File: src/rtl/bids_nch.sv
// N-bidder timed-round bid controller: configured while unlocked, bids run in rounds.
// Optional retract support is built only when BIDS_RETRACT_EN is defined.
module bids_nch #(
    parameter int NUM_BIDDERS = 3,
    parameter int AMT_W       = 16,
    parameter int BAL_W       = 32,
    parameter int TIMER_W     = 16
) (
    input  logic                         clk,
    input  logic                         reset,
    input  logic [NUM_BIDDERS-1:0]       bid,
    input  logic [NUM_BIDDERS-1:0]       retract,
    input  logic [NUM_BIDDERS*AMT_W-1:0] bidAmt,
    input  logic                         c_start,
    input  logic [3:0]                   c_op,
    input  logic [31:0]                  c_data,
    output logic [NUM_BIDDERS-1:0]       ack,
    output logic [NUM_BIDDERS-1:0]       win,
    output logic [2*NUM_BIDDERS-1:0]     bidder_err,
    output logic [NUM_BIDDERS*BAL_W-1:0] balance,
    output logic [AMT_W-1:0]             maxBid,
    output logic                         ready,
    output logic                         roundOver,
    output logic [2:0]                   err
);
    localparam int SEL_W = $clog2(NUM_BIDDERS);

    typedef enum logic [1:0] {ST_UNLOCKED, ST_LOCKED, ST_ROUND} state_t;

    state_t                             state;
    logic [31:0]                        key;
    logic [SEL_W-1:0]                   sel;
    logic [NUM_BIDDERS-1:0]             mask;
    logic [TIMER_W-1:0]                 timer_reload;
    logic [TIMER_W-1:0]                 timer;
    logic [BAL_W-1:0]                   bid_cost;
    logic [NUM_BIDDERS-1:0][BAL_W-1:0]  bal_q, bal_n;
    logic                               lead_vld, lead_vld_n;
    logic [SEL_W-1:0]                   lead, lead_n;
    logic [AMT_W-1:0]                   max_q, max_n;
    logic [NUM_BIDDERS-1:0]             ack_n, win_n;
    logic [NUM_BIDDERS-1:0][1:0]        berr_n;
    logic                               round_end;

    assign balance   = bal_q;
    assign maxBid    = max_q;
    assign round_end = (state == ST_ROUND) && (timer == TIMER_W'(1));

`ifndef BIDS_RETRACT_EN
    logic unused_retract;
    assign unused_retract = ^retract;
`endif

    // Bidder side: retracts first, then bids in index order against a running max.
    always_comb begin
        logic [AMT_W-1:0] amt;
        logic [BAL_W:0]   need;
        amt        = '0;
        need       = '0;
        bal_n      = bal_q;
        lead_vld_n = lead_vld;
        lead_n     = lead;
        max_n      = max_q;
        ack_n      = '0;
        win_n      = '0;
        berr_n     = '0;
        if (state == ST_ROUND) begin
`ifdef BIDS_RETRACT_EN
            for (int i = 0; i < NUM_BIDDERS; i++) begin
                if (retract[i] && !bid[i]) begin
                    if (!mask[i]) begin
                        berr_n[i] = 2'b01;
                    end else if (lead_vld && lead == SEL_W'(i)) begin
                        lead_vld_n = 1'b0;
                        max_n      = '0;
                        ack_n[i]   = 1'b1;
                    end else begin
                        berr_n[i] = 2'b11;
                    end
                end
            end
`endif
            for (int i = 0; i < NUM_BIDDERS; i++) begin
                if (bid[i]) begin
                    amt  = bidAmt[i*AMT_W +: AMT_W];
                    need = (BAL_W+1)'(amt) + (BAL_W+1)'(bid_cost);
                    if (!mask[i]) begin
                        berr_n[i] = 2'b01;
                    end else if ({1'b0, bal_q[i]} < need) begin
                        berr_n[i] = 2'b10;
                    end else if (amt <= max_n) begin
                        berr_n[i] = 2'b11;
                    end else begin
                        bal_n[i]   = bal_q[i] - bid_cost;
                        lead_vld_n = 1'b1;
                        lead_n     = SEL_W'(i);
                        max_n      = amt;
                        ack_n[i]   = 1'b1;
                    end
                end
            end
            // Bids taken on the final edge still count toward the winner.
            if (round_end && lead_vld_n) begin
                win_n[lead_n] = 1'b1;
                bal_n[lead_n] = bal_n[lead_n] - BAL_W'(max_n);
            end
        end else begin
            for (int i = 0; i < NUM_BIDDERS; i++) begin
`ifdef BIDS_RETRACT_EN
                if (bid[i] || retract[i]) berr_n[i] = 2'b01;
`else
                if (bid[i]) berr_n[i] = 2'b01;
`endif
            end
        end
    end

    always_ff @(posedge clk) begin
        if (reset) begin
            state        <= ST_UNLOCKED;
            key          <= '0;
            sel          <= '0;
            mask         <= '1;
            timer_reload <= TIMER_W'(15);
            timer        <= '0;
            bid_cost     <= BAL_W'(1);
            bal_q        <= '0;
            lead_vld     <= 1'b0;
            lead         <= '0;
            max_q        <= '0;
            ack          <= '0;
            win          <= '0;
            bidder_err   <= '0;
            ready        <= 1'b1;
            roundOver    <= 1'b0;
            err          <= '0;
        end else begin
            ack        <= ack_n;
            win        <= win_n;
            bidder_err <= berr_n;
            bal_q      <= bal_n;
            lead_vld   <= lead_vld_n;
            lead       <= lead_n;
            max_q      <= max_n;
            roundOver  <= 1'b0;
            err        <= '0;
            if (state == ST_ROUND) begin
                timer <= timer - TIMER_W'(1);
                if (round_end) begin
                    state     <= ST_LOCKED;
                    ready     <= 1'b1;
                    roundOver <= 1'b1;
                end
            end else if (state == ST_LOCKED && c_start && timer_reload != '0) begin
                // A valid start wins over any opcode presented in the same cycle.
                state    <= ST_ROUND;
                ready    <= 1'b0;
                timer    <= timer_reload;
                max_q    <= '0;
                lead_vld <= 1'b0;
            end else begin
                case (c_op)
                    4'd0: begin
                        if (c_start) err <= (state == ST_UNLOCKED) ? 3'b011 : 3'b110;
                    end
                    4'd1: begin
                        if (c_data == key) state <= ST_UNLOCKED;
                        else               err   <= 3'b001;
                    end
                    4'd2: begin
                        if (state == ST_LOCKED) begin
                            err <= 3'b010;
                        end else begin
                            key   <= c_data;
                            state <= ST_LOCKED;
                        end
                    end
                    4'd3, 4'd4, 4'd5, 4'd6, 4'd7: begin
                        if (state == ST_LOCKED) begin
                            err <= 3'b010;
                        end else begin
                            case (c_op)
                                4'd3: begin
                                    if (c_data >= 32'(NUM_BIDDERS)) err <= 3'b100;
                                    else                            sel <= c_data[SEL_W-1:0];
                                end
                                4'd4:    bal_q[sel]   <= c_data[BAL_W-1:0];
                                4'd5:    mask         <= c_data[NUM_BIDDERS-1:0];
                                4'd6:    timer_reload <= c_data[TIMER_W-1:0];
                                default: bid_cost     <= c_data[BAL_W-1:0];
                            endcase
                        end
                    end
                    default: err <= 3'b100;
                endcase
            end
        end
    end
endmodule

File: config.mk
export PLATFORM = sky130hd
export DESIGN_NAME = bids_nch
export DESIGN_NICKNAME = d
export VERILOG_FILES = /design/src/rtl/bids_nch.sv
export SDC_FILE = /design/constraint.sdc
export NUM_CORES = 1
export LEC_CHECK = 0
export BUFFER_PORTS_ARGS = -buffer_cell sky130_fd_sc_hd__buf_2
export CORE_AREA = 2 2 320 322
export CTS_CLUSTER_SIZE = 8
export DETAILED_ROUTE_END_ITERATION = 12
export DIE_AREA = 0 0 322 324
export HOLD_SLACK_MARGIN = 0.15
export PLACE_DENSITY = 0.52
export SKIP_LAST_GASP = 1
export SLEW_MARGIN = 20
export SYNTH_ARGS = -nofsm -noshare
export SYNTH_HDL_FRONTEND = slang
export SYNTH_SLANG_ARGS = --single-unit
export TNS_END_PERCENT = 100
File: constraint.sdc
create_clock -name clk -period 16.1 [get_ports clk]
set_input_delay 1.61 -clock clk [delete_from_list [all_inputs] [get_ports clk]]
set_output_delay 1.61 -clock clk [all_outputs]
set_load 0.02 [all_outputs]
**Word-level counts from Yosys, hierarchy flattened**

Cells that the tools add are included.

- $add $sub $neg: 8
- $lt $le $gt $ge: 11
- Equal/unequal tests: 14
- Mux-type cells: 118
- Bitwise operators: 12
- Reductions and logical operators: 26

Operators by type and width:

| operator | number |
|---|---|
| 96-bit two-way mux | 7 |
| 32-bit two-way mux | 18 |
| 16-bit two-way mux | 20 |
| 96-bit bitwise mux | 2 |
| 32-bit demux with 2-bit select | 2 |
| 16-bit by 32-bit adder with 33-bit output | 3 |
| 32-bit by 33-bit < comparator with 1-bit output | 3 |
| 32-bit subtractor | 3 |
| 32-bit binary-select mux with 2-bit select | 1 |
| 2-bit two-way mux | 31 |
| 16-bit <= comparator | 3 |
| 32-bit == test | 1 |
| 32-bit by 2-bit greater-or-equal comparator with 1-bit output (second input constant) | 1 |
| 32-bit by 16-bit subtractor with 32-bit output | 1 |
| 1-bit two-way mux | 28 |
| 5-bit OR reduction | 4 |
| 16-bit by 1-bit == test with 1-bit output (second input constant) | 1 |
| 4-bit by 3-bit == test with 1-bit output (second input constant) | 4 |
| 16-bit nonzero test | 1 |
| 16-bit by 1-bit subtractor with 16-bit output (second input constant) | 1 |
| 3-bit two-way mux | 5 |
| 5-bit AND reduction | 3 |
| 1-bit NOT | 12 |
| 3-bit case mux with 4 select lines | 1 |
| other kinds (22) | 33 |

- Flip-flop bits (word level): 235
- Output and inout port bits: 129

**Logic depth before layout (Yosys ltp)**

Gate-level depths: netlist of the first run.

- Depth in word-level cells: 31
- Mapped depth: 69
- Depth with buffers taken out: 59

**Worst setup path before layout of the first run**

Ideal clock, no wire load.

- Path type: input to register
- From: in bidAmt[1]
- To: reg bal_q, in the netlist balance[83]
- Setup time: 0.086 ns
- Arrival: 14.212 ns
- Required time: 16.014 ns
- Slack: 1.803 ns
- Stages on the path: 66
- Buffers on the path: 10
- Path through: ha_1 > a21o_1 > a21oi_1 > o21bai_1 > a21oi_1 > o21bai_1 > a21oi_1 > o21ai_0 > a21oi_1 > a21oi_1 > a21oi_1 > nor2b_1 > o21ai_1 > nor3_1 > xnor2_1 > ha_1 > nand4_1 > nor2_1 > [30 not listed] > nand2_1 > a21boi_0 > o21ai_0 > ha_1 > nor2b_1 > o21ai_0 > a21boi_0 > o31ai_1 > nand3_1 > a211o_1 > nand2_1 > o21ai_0 > o31ai_1 > nor3b_1 > nor2b_1 > xor2_1 > a21oi_1 > a211oi_1

- Longest elaborated chain between the ends: 31

Ends and longest elaborated chain:

| element | line | RTL |
|---|---|---|
| start: declaration | 13 | `input logic [NUM_BIDDERS*AMT_W-1:0] bidAmt,` |
| parallel branches: the longest is 23 deep, another holds 16-bit by 32-bit adder with 33-bit output | -- |  |
| 96-bit two-way mux * | 103 | `if (round_end && lead_vld_n) begin` |
| 96-bit two-way mux * | 67 | `if (state == ST_ROUND) begin` |
| 96-bit bitwise mux | 187 | `4'd4: bal_q[sel] <= c_data[BAL_W-1:0];` |
| 96-bit two-way mux | 182 | `case (c_op)` |
| 96-bit two-way mux | 179 | `if (state == ST_LOCKED) begin` |
| 96-bit two-way mux | 162 | `case (c_op)` |
| 96-bit two-way mux | 154 | `end else if (state == ST_LOCKED && c_start && timer_reload != '0) begin` |
| 96-bit two-way mux * | 147 | `if (state == ST_ROUND) begin` |
| end signal: assignment | 141 | `bal_q <= bal_n;` |
| end signal: indexed assignment | 187 |  |
| end: declaration | 37 | `logic [NUM_BIDDERS-1:0][BAL_W-1:0] bal_q, bal_n;` |

Mark *: on every way between the ends. The select of a mux whose other input is x is not followed.
A chain may end at the register's enable or synchronous reset.

**Worst setup path in the final report of the first run**

- From: in bidAmt[1]
- To: reg bal_q, in the netlist balance[25]

The elaborated chain is that of the path after synthesis.

==> results by stage, run 1 <==
Status:
- The flow ran to the end, and the final reports show no timing, DRC or antenna violations.

Floorplanning:
- The height of the die is approximately 320 um.
- In this run the horizontal extent of the chip is approximately 320 um.
- The floorplan has between 100 and 150 rows.
- The effective utilization at floorplan is 0.2478.
- The top-level port count is 222.
- The die covers about 100000 sq um.
- The area of the placeable core is 101000 sq um.

Clock tree:
- The clock input transition at the sequential cells of the worst setup and hold paths is about 0.06 ns.
- The maximum count of clock buffers along a single path is 3.
- The clock root buffer master is clkbuf_16.
- The number of CTS-inserted buffers is 36.
- The count of H-tree levels built during CTS is 2.
- Clock latency on the worst-skew pair, taken at its later pin, is roughly 0.56 ns.
- The clock net in this run drives a total of 235 sinks.
- The TritonCTS clock tree is built.

GRT:
- The via count of the first global-routing pass is between 20k and 30k.
- In the global route stage, overall resource usage came out at 0.2278.
- The number of antenna violations at the first check in global routing is 0.
- The wire length of the first global-routing pass is around 180000 um.
- Entering global routing, the biggest net connects just over 90 pins.
- The total global routing overflow is 0.

Worst setup path:
- The top fanout value on the critical path is 31.
- The launching point of the worst reg2reg path is bid_cost[1]$_SDFFE_PP0P_.
- The number of cells on the worst reg-to-reg path is just over 60.
- Among the stages of the critical path, the cell type that occurs most often is a21oi_1.
- Counting both buffers and inverters, the worst setup path holds a total of 6.
- The worst reg-to-reg setup slack is roughly 1.3 ns.
- The highest-delay cell along the critical path is nor3b_4.
- The family with the most delay on the worst path is compound AO/OA/AOI/OAI gates.
- On the worst path, the slowest cell contributes a delay of approximately 0.78 ns.
- The worst setup path is captured at a flip-flop.
- STA puts the critical path data arrival time at 15.75 ns.
- The path type of the worst setup path is in2reg.
- The worst setup path is launched from an input pin.
- The worst register-to-register path ends at balance[25]$_SDFF_PP0_.
- The critical path required time is 16.58 ns.

Placement:
- Once placement finished, the instance area stood at between 20000 and 30000 sq um.
- The count of port buffers added during placement is ~220.
- Detailed placement ended at an HPWL of between 90000 and 100000 um.
- The global placer's final weighted congestion is around 0.97.

Finish:
- The signed area change from the synthesized netlist to the final layout is 13.98%.
- In the final layout, the share of cells above drive strength 1 is 0.1056.
- The count of filler cells inserted in the layout is about 11k.
- With fillers left out, the area of the finished cells amounts to 28530 sq um.
- The top cell types in the final layout, fill and taps aside, are 477 x nand2_1, 368 x a21oi_1, 305 x ha_1.
- Leaving out fill and tap cells, the most frequent cell in the layout is nand2_1.
- The count of nets after finishing is between 3k and 4k.

Logic synthesis:
- The register bit count reported by yosys is 235.
- The synthesized netlist occupies a cell area of ~25000 sq um.
- The share of synthesized area in the top cell type comes to 0.1880.
- For this run, the leading register cell type out of synthesis is dfxtp_1.
- After synthesis, the cell types taking the most area are dfxtp_1 19%, ha_1 15%, a21oi_1 7.4%, nand2_1 7.2%, xnor2_1 4.5%.
- Summed over all instances, the cell type with the most area after synthesis is dfxtp_1.
- The Yosys step of the flow raised 0 warnings.
- The number of different library cells used by synthesis comes to just under 90.
- The synthesized netlist net count is between 3k and 4k.
- For this run, asynchronously set or reset flops after synthesis account for 0.
- The synthesized instance count is between 3k and 4k.
- Counting flops with a built-in enable in the synthesized netlist gives 0.
- Of the synthesized area, sequential elements account for 0.1880.
- Averaged over all synthesized cells, the footprint is 7.284 sq um.

Route:
- Summed over all layers, the routed wires come to ~120000 um.
- The final route contains ~27k vias.
- The final antenna-violating net count is 0.
- The violation count after the first detailed-routing iteration is between 2k and 3k.
- The average vias per placed instance is roughly 5.6.
- In the routed design, unresolved DRC markers number 0.
- The final routed wire length divided by cell count is 25.32 um.
- The number of iterations in the first detailed-routing pass is 6.

STA:
- The peak clock frequency supported by timing is ~65 MHz.
- The number of endpoints with negative hold slack in the final report is 0.
- On the final layout, the worst clock skew is 0.03838 ns.
- The remaining max-slew budget at the tightest pin is 0.2300.
- Summed over all failing endpoints, the final setup total negative slack is 0 ns.
- The post-layout minimum cycle time is ~15 ns.
- Setup repair after global routing left no endpoint under its margin.
- In the finished design, the share of the clock period the worst path needs comes to 0.9486.
- The number of max-slew violations in the final report is 0.
- Setup violations remaining at the end of the flow were counted as 0.
- The transition at the pin with the smallest max-transition slack is around 1.1 ns.

Min path:
- For hold timing, the worst endpoint is timer[6]$_SDFFE_PP0P_.
- The worst min-delay path category is reg2reg.
- The worst hold path depth is 2.
- The origin of the worst min-delay path is timer[6]$_SDFFE_PP0P_.

Power and ir drop:
- The worst-case IR drop observed on VDD is 71.79 uV.
- In this run the power density over the cells is 120.7 nW/um^2.
- For this design the static power due to leakage is around 12 nW.

Run:
- Max-cap violations in this run came to 0.
[flip-flops by register name, summed over array words and instances, names as in the netlist, 6 cells and up]
register      flops
maxBid           16
bidder_err        6
timer_reload     16
timer            16
bid_cost         32
key              32
balance          96
[power by group]
part | internal, mW | total [mW] | switching, mW | leakage, nW
registers | 0.612 | 0.674 | 0.0618 | 1.90
logic | 0.725 | 2.04 | 1.31 | 9.48
clock network | 0.433 | 0.733 | 0.300 | 0.500
total | 1.77 | 3.44 | 1.67 | 11.9
[logic make-up (layout without fill, tap and decap cells)]
kind of cell               after synthesis  after routing  share of synthesized area
muxes                                   72             72                    0.02909
AOI/OAI and AO/OA                     1119           1120                     0.2846
DFF                                    235            235                     0.1880
other                                    0              1                          0
buffers and inverters                  311            426                    0.04764
and+or+nand+nor                       1160           1160                     0.2130
xor gates and xnor gates               226            226                    0.07908
adders and majority gates              313            313                     0.1586
[tightest hold or removal path, cell delays in order, from the launching register on]
cell and delay [ns]:
dfxtp_1 0.30, nand3_1 0.06, a21oi_1 0.05
[cell usage after synthesis (all sizes together) (7+ instances only)]
cell / number
mux2i: 66
nand4: 42
a21o: 64
a311oi: 14
o21bai: 22
o311ai: 7
inv: 109
fa: 7
o2111ai: 8
o31ai: 15
o31a: 10
ha: 306
nor4: 31
and3: 23
xor2: 97
clkbuf: 171
nor2b: 80
o21a: 46
nand2: 478
nor2: 273
xnor2: 129
a211oi: 146
o22ai: 42
nand3: 65
nand3b: 8
dfxtp: 235
a21boi: 12
a31o: 8
o21ai: 199
buf: 31
nand2b: 17
or3: 17
nor3b: 14
or2: 12
and4: 8
nor3: 66
a31oi: 30
o211ai: 39
a211o: 13
and2: 13
a21oi: 370
[per-stage QoR]
step | power (mW) | setup slack (ns) | util | hold slack (ns) | std cells
detailed placement | 2.638 | 0.4090 | 0.2717 | 0.4550 | 4813
floorplan | 2.008 | 1.803 | - | 0.4387 | 3436
global route | 3.646 | 0.09619 | 0.2824 | 0.4801 | 4861
global placement | 2.637 | 0.3904 | 0.2716 | 0.4530 | 4813
finish | 3.442 | 0.8273 | 0.2824 | 0.4616 | 4862
CTS | 3.383 | 0.9084 | 0.2817 | 0.4611 | 4858
[final cells by class]
cell class	instances	area, sq um	area share
multi-input combinational	2891	19250	0.6746
sequential	235	4705	0.1649
inverter	109	409.1	0.01434
clock buffer	41	960.9	0.03368
tap	1309	1638	0.05741
antenna	1	2.502	0.00008772
timing repair buffer	272	1515	0.05311
clock inverter	4	52.55	0.001842
[worst max-delay path by stage]
stage / cells past startpoint / from / end
floorplan: 66 / bidAmt[1] / balance[83]$_SDFF_PP0_
global placement: 60 / bidAmt[1] / balance[25]$_SDFF_PP0_
detailed placement: 60 / bidAmt[1] / balance[30]$_SDFF_PP0_
CTS: 60 / bidAmt[1] / balance[30]$_SDFF_PP0_
global route: 63 / bidAmt[1] / balance[25]$_SDFF_PP0_
finish: 62 / bidAmt[1] / balance[25]$_SDFF_PP0_
[routing by layer]
layer | vias up | track usage | part of all wire
met2 | 1175 | 0.3732 | 0.45
met5 | - | 0 | 0
met3 | 262 | 0.03053 | 0.067
li1 | 12740 | - | -
met4 | 0 | 0.1105 | 0.055
met1 | 12890 | 0.2942 | 0.42
[what timing repair did]
| action | CTS | global route |
|---|---|---|
| endpoints found under the setup margin | 0 | 30 |
| setup buffers | 0 | 2 |
| resized for setup | 0 | 5 |
| hold buffers | 0 | 0 |
Note: power is estimated with default switching activity, not from simulation.
==> run 2: changes to the inputs <==
Settings changed: MAX_ROUTING_LAYER set to met4.
==> run 2 against run 1 <==
Hold slack lost 0.0010 ns. Sequential cell count did not move. Count of clock-buffer cells in the layout increased by 5. Sequential share of layout area about the same. Fmax rose by 1.1%. Critical path type unchanged.
==> results by stage, run 2 (synthesized netlist as in run 1, its figures left out) <==
STA:
- The number of endpoints with negative hold slack in the final report is 0.
- For this run, the top clock speed supported by timing is about 66 MHz.
- The final sum of negative setup slack is 0 ns.
- Subtracting the final worst setup slack from the clock period gives 15.11 ns.
- In this run the tightest slew margin relative to its limit is 0.2356.
- Setup repair after global routing left no endpoint under its margin.
- Setup violations remaining at the end of the flow were counted as 0.
- The share of the cycle needed by the critical path after routing is 0.9386.
- The setup skew after layout is between 0.03 and 0.04 ns.
- At the pin with the least slew margin, the transition time is between 1 and 1.5 ns.
- The number of max-slew violations in the final report is 0.

Status:
- The run finished with clean final reports.

Route:
- Wires add up to between 100000 and 150000 um.
- In the routed layout, each cell is associated on average with a via count of about 5.6.
- Before antenna repair, the detailed router went through 6 iterations.
- In the routed design, unresolved DRC markers number 0.
- The count of nets left with antenna violations once routing finished came out at 0.
- The final routed wire length divided by cell count is ~25 um.
- The routed layout has approximately 27k vias.
- The violation count after the first detailed-routing iteration is about 2.8k.

Clock tree:
- In this run, post-CTS repair resized a total of 0 instances.
- Counting every sink on the clock net gives ~240.
- In this run the post-CTS setup repair buffer count came out at 0.
- The TritonCTS clock tree is built.
- Clock-pin slew was measured on the worst setup and hold paths at approximately 0.050 ns.
- The maximum count of clock buffers along a single path is 3.
- Clock tree synthesis inserted a total of 36 buffers.
- The clock reaches the later pin of the worst-skew pair after approximately 0.58 ns.
- The number of hold buffers added after CTS is 0.
- The clock tree synthesis step divided the H-tree into 2 levels.
- The clock root buffer master is clkbuf_16.

Power and ir drop:
- The switching part of the total is 0.4878.
- The share of total power dissipated in combinational logic is 0.590.
- The maximum vdd ir drop is between 70 and 80 uV.
- The cell leakage power is ~12 nW.
- The net switching power is around 1.7 mW.
- The design draws approximately 3.5 mW.
- The proportion of power drawn by the clock network is 0.214.
- The total power divided by cell area is between 100 and 150 nW/um^2.
- Of the total power, registers draw 0.195.
- The internal power summed over all cells is between 1.5 and 2 mW.

Floorplanning:
- The area of the placeable core is 101000 sq um.
- From left edge to right edge, the die measures around 320 um.
- The effective utilization at floorplan is 0.2478.
- The top-level port count is approximately 220.
- The floorplan step defined a die boundary enclosing 104300 sq um.
- The height of the die is approximately 320 um.
- The floorplan row count is about 120.

Min path:
- The worst min-delay path category is reg2reg.
- The origin of the worst min-delay path is timer[6]$_SDFFE_PP0P_.

Finish:
- Leaving out fill and tap cells, the most frequent cell in the layout is nand2_1.
- The finished layout holds 4867 standard cells, fillers aside.
- The final layout contains 3950 nets.
- From synthesis to final layout, the design area changed by 13.90%.
- The flip-flop count of the largest register after layout is 96.
- The library cells used most frequently in the layout, excluding fill and tap cells, are 477 x nand2_1, 368 x a21oi_1, 305 x ha_1.
- Of the cells placed in the final design, the portion with a size suffix greater than 1 is 0.1041.

GRT:
- The total overflow left after global routing is 0.
- The number of antenna violations at the first check in global routing came to 6.
- The via count of the first global-routing pass is approximately 25k.
- The wire length of the first global-routing pass is around 180000 um.
- The maximum number of pins on one net before global-route repair is 111.
- Across every metal layer, demand over resource in global routing totals 0.2356.

Worst setup path:
- At the worst endpoint, the required time is approximately 17 ns.
- The critical path is of the in2reg type.
- The delay of the slowest cell on the worst path is a little under 0.6 ns.
- The worst setup path is captured at a flip-flop.
- The highest-delay cell along the critical path is nor4_1.
- The worst setup path is launched from an input pin.
- In this run the critical register-to-register path is launched from bid_cost[0]$_SDFFE_PP1P_.
- Tracing the worst setup path back leads to its startpoint at bidAmt[1].
- The critical path arrival is approximately 16 ns.
- In this design, the critical path's most frequently occurring cell is a21oi_1.
- The top fanout value on the critical path is 31.

Placement:
- The HPWL after detailed placement is between 90000 and 100000 um.
- Routability-driven placement finished with a final weighted congestion of 0.9690.
- The cell count after placement is between 4k and 5k.
- The count of port buffers added during placement is 218.

Run:
- The number of max-capacitance violations reported is 0.
## run 2: layout make-up
type                            instances  area, sq um
Fill cell                           11120        72500
Timing Repair Buffer                  272         1515
Clock buffer                           46         1001
Clock inverter                          2        21.27
Sequential cell                       235         4705
Antenna cell                            4        10.01
Tap cell                             1309         1638
Inverter                              109        409.1
Multi-Input combinational cell       2890        19210
## run 2: routing by layer
layer,GRT usage,up-vias,part of all wire
met3,0.03290,251,0.070
li1,-,12750,-
met5,-,-,0
met2,0.3738,1215,0.46
met1,0.3020,12890,0.43
met4,0.09211,0,0.045
## run 2: power groups by stage
stage / clock, mW / sequential, mW / combinational [mW]
floorplan: 0 / 0.673 / 1.34
global placement: 0 / 0.686 / 1.98
detailed placement: 0 / 0.686 / 1.98
CTS: 0.750 / 0.674 / 1.99
global route: 0.770 / 0.676 / 2.20
finish: 0.740 / 0.674 / 2.04
## run 2: worst max-delay path: cells and delay by family
kind / cells / cell delay [ns]
buffers and inverters: 8 / 1.66
and+or+nand+nor: 17 / 3.95
AOI/OAI and AO/OA: 32 / 6.54
adders and majority gates: 5 / 1.61
xor gates and xnor gates: 1 / 0.13
## run 2: worst paths after layout
check                           endpoint  slack (ns)  cells past startpoint
hold reg to reg    timer[6]$_SDFFE_PP0P_        0.46                      2
setup / recovery  balance[30]$_SDFF_PP0_        0.99                     63
setup reg to reg  balance[30]$_SDFF_PP0_        1.71                     62
hold / removal     timer[6]$_SDFFE_PP0P_        0.46                      2
## run 2: per-stage QoR
step | util | hold WS [ns] | cell area, sq um | setup slack (ns)
2_1_floorplan | - | 0.4387 | 25030 | 1.803
3_3_place_gp | 0.2716 | 0.4489 | 27440 | 0.4096
3_5_place_dp | 0.2716 | 0.4568 | 27440 | 0.3847
4_1_cts | 0.2818 | 0.4630 | 28460 | 0.8617
5_1_grt | 0.2822 | 0.4796 | 28500 | 0.1320
6_report | 0.2822 | 0.4606 | 28510 | 0.9880
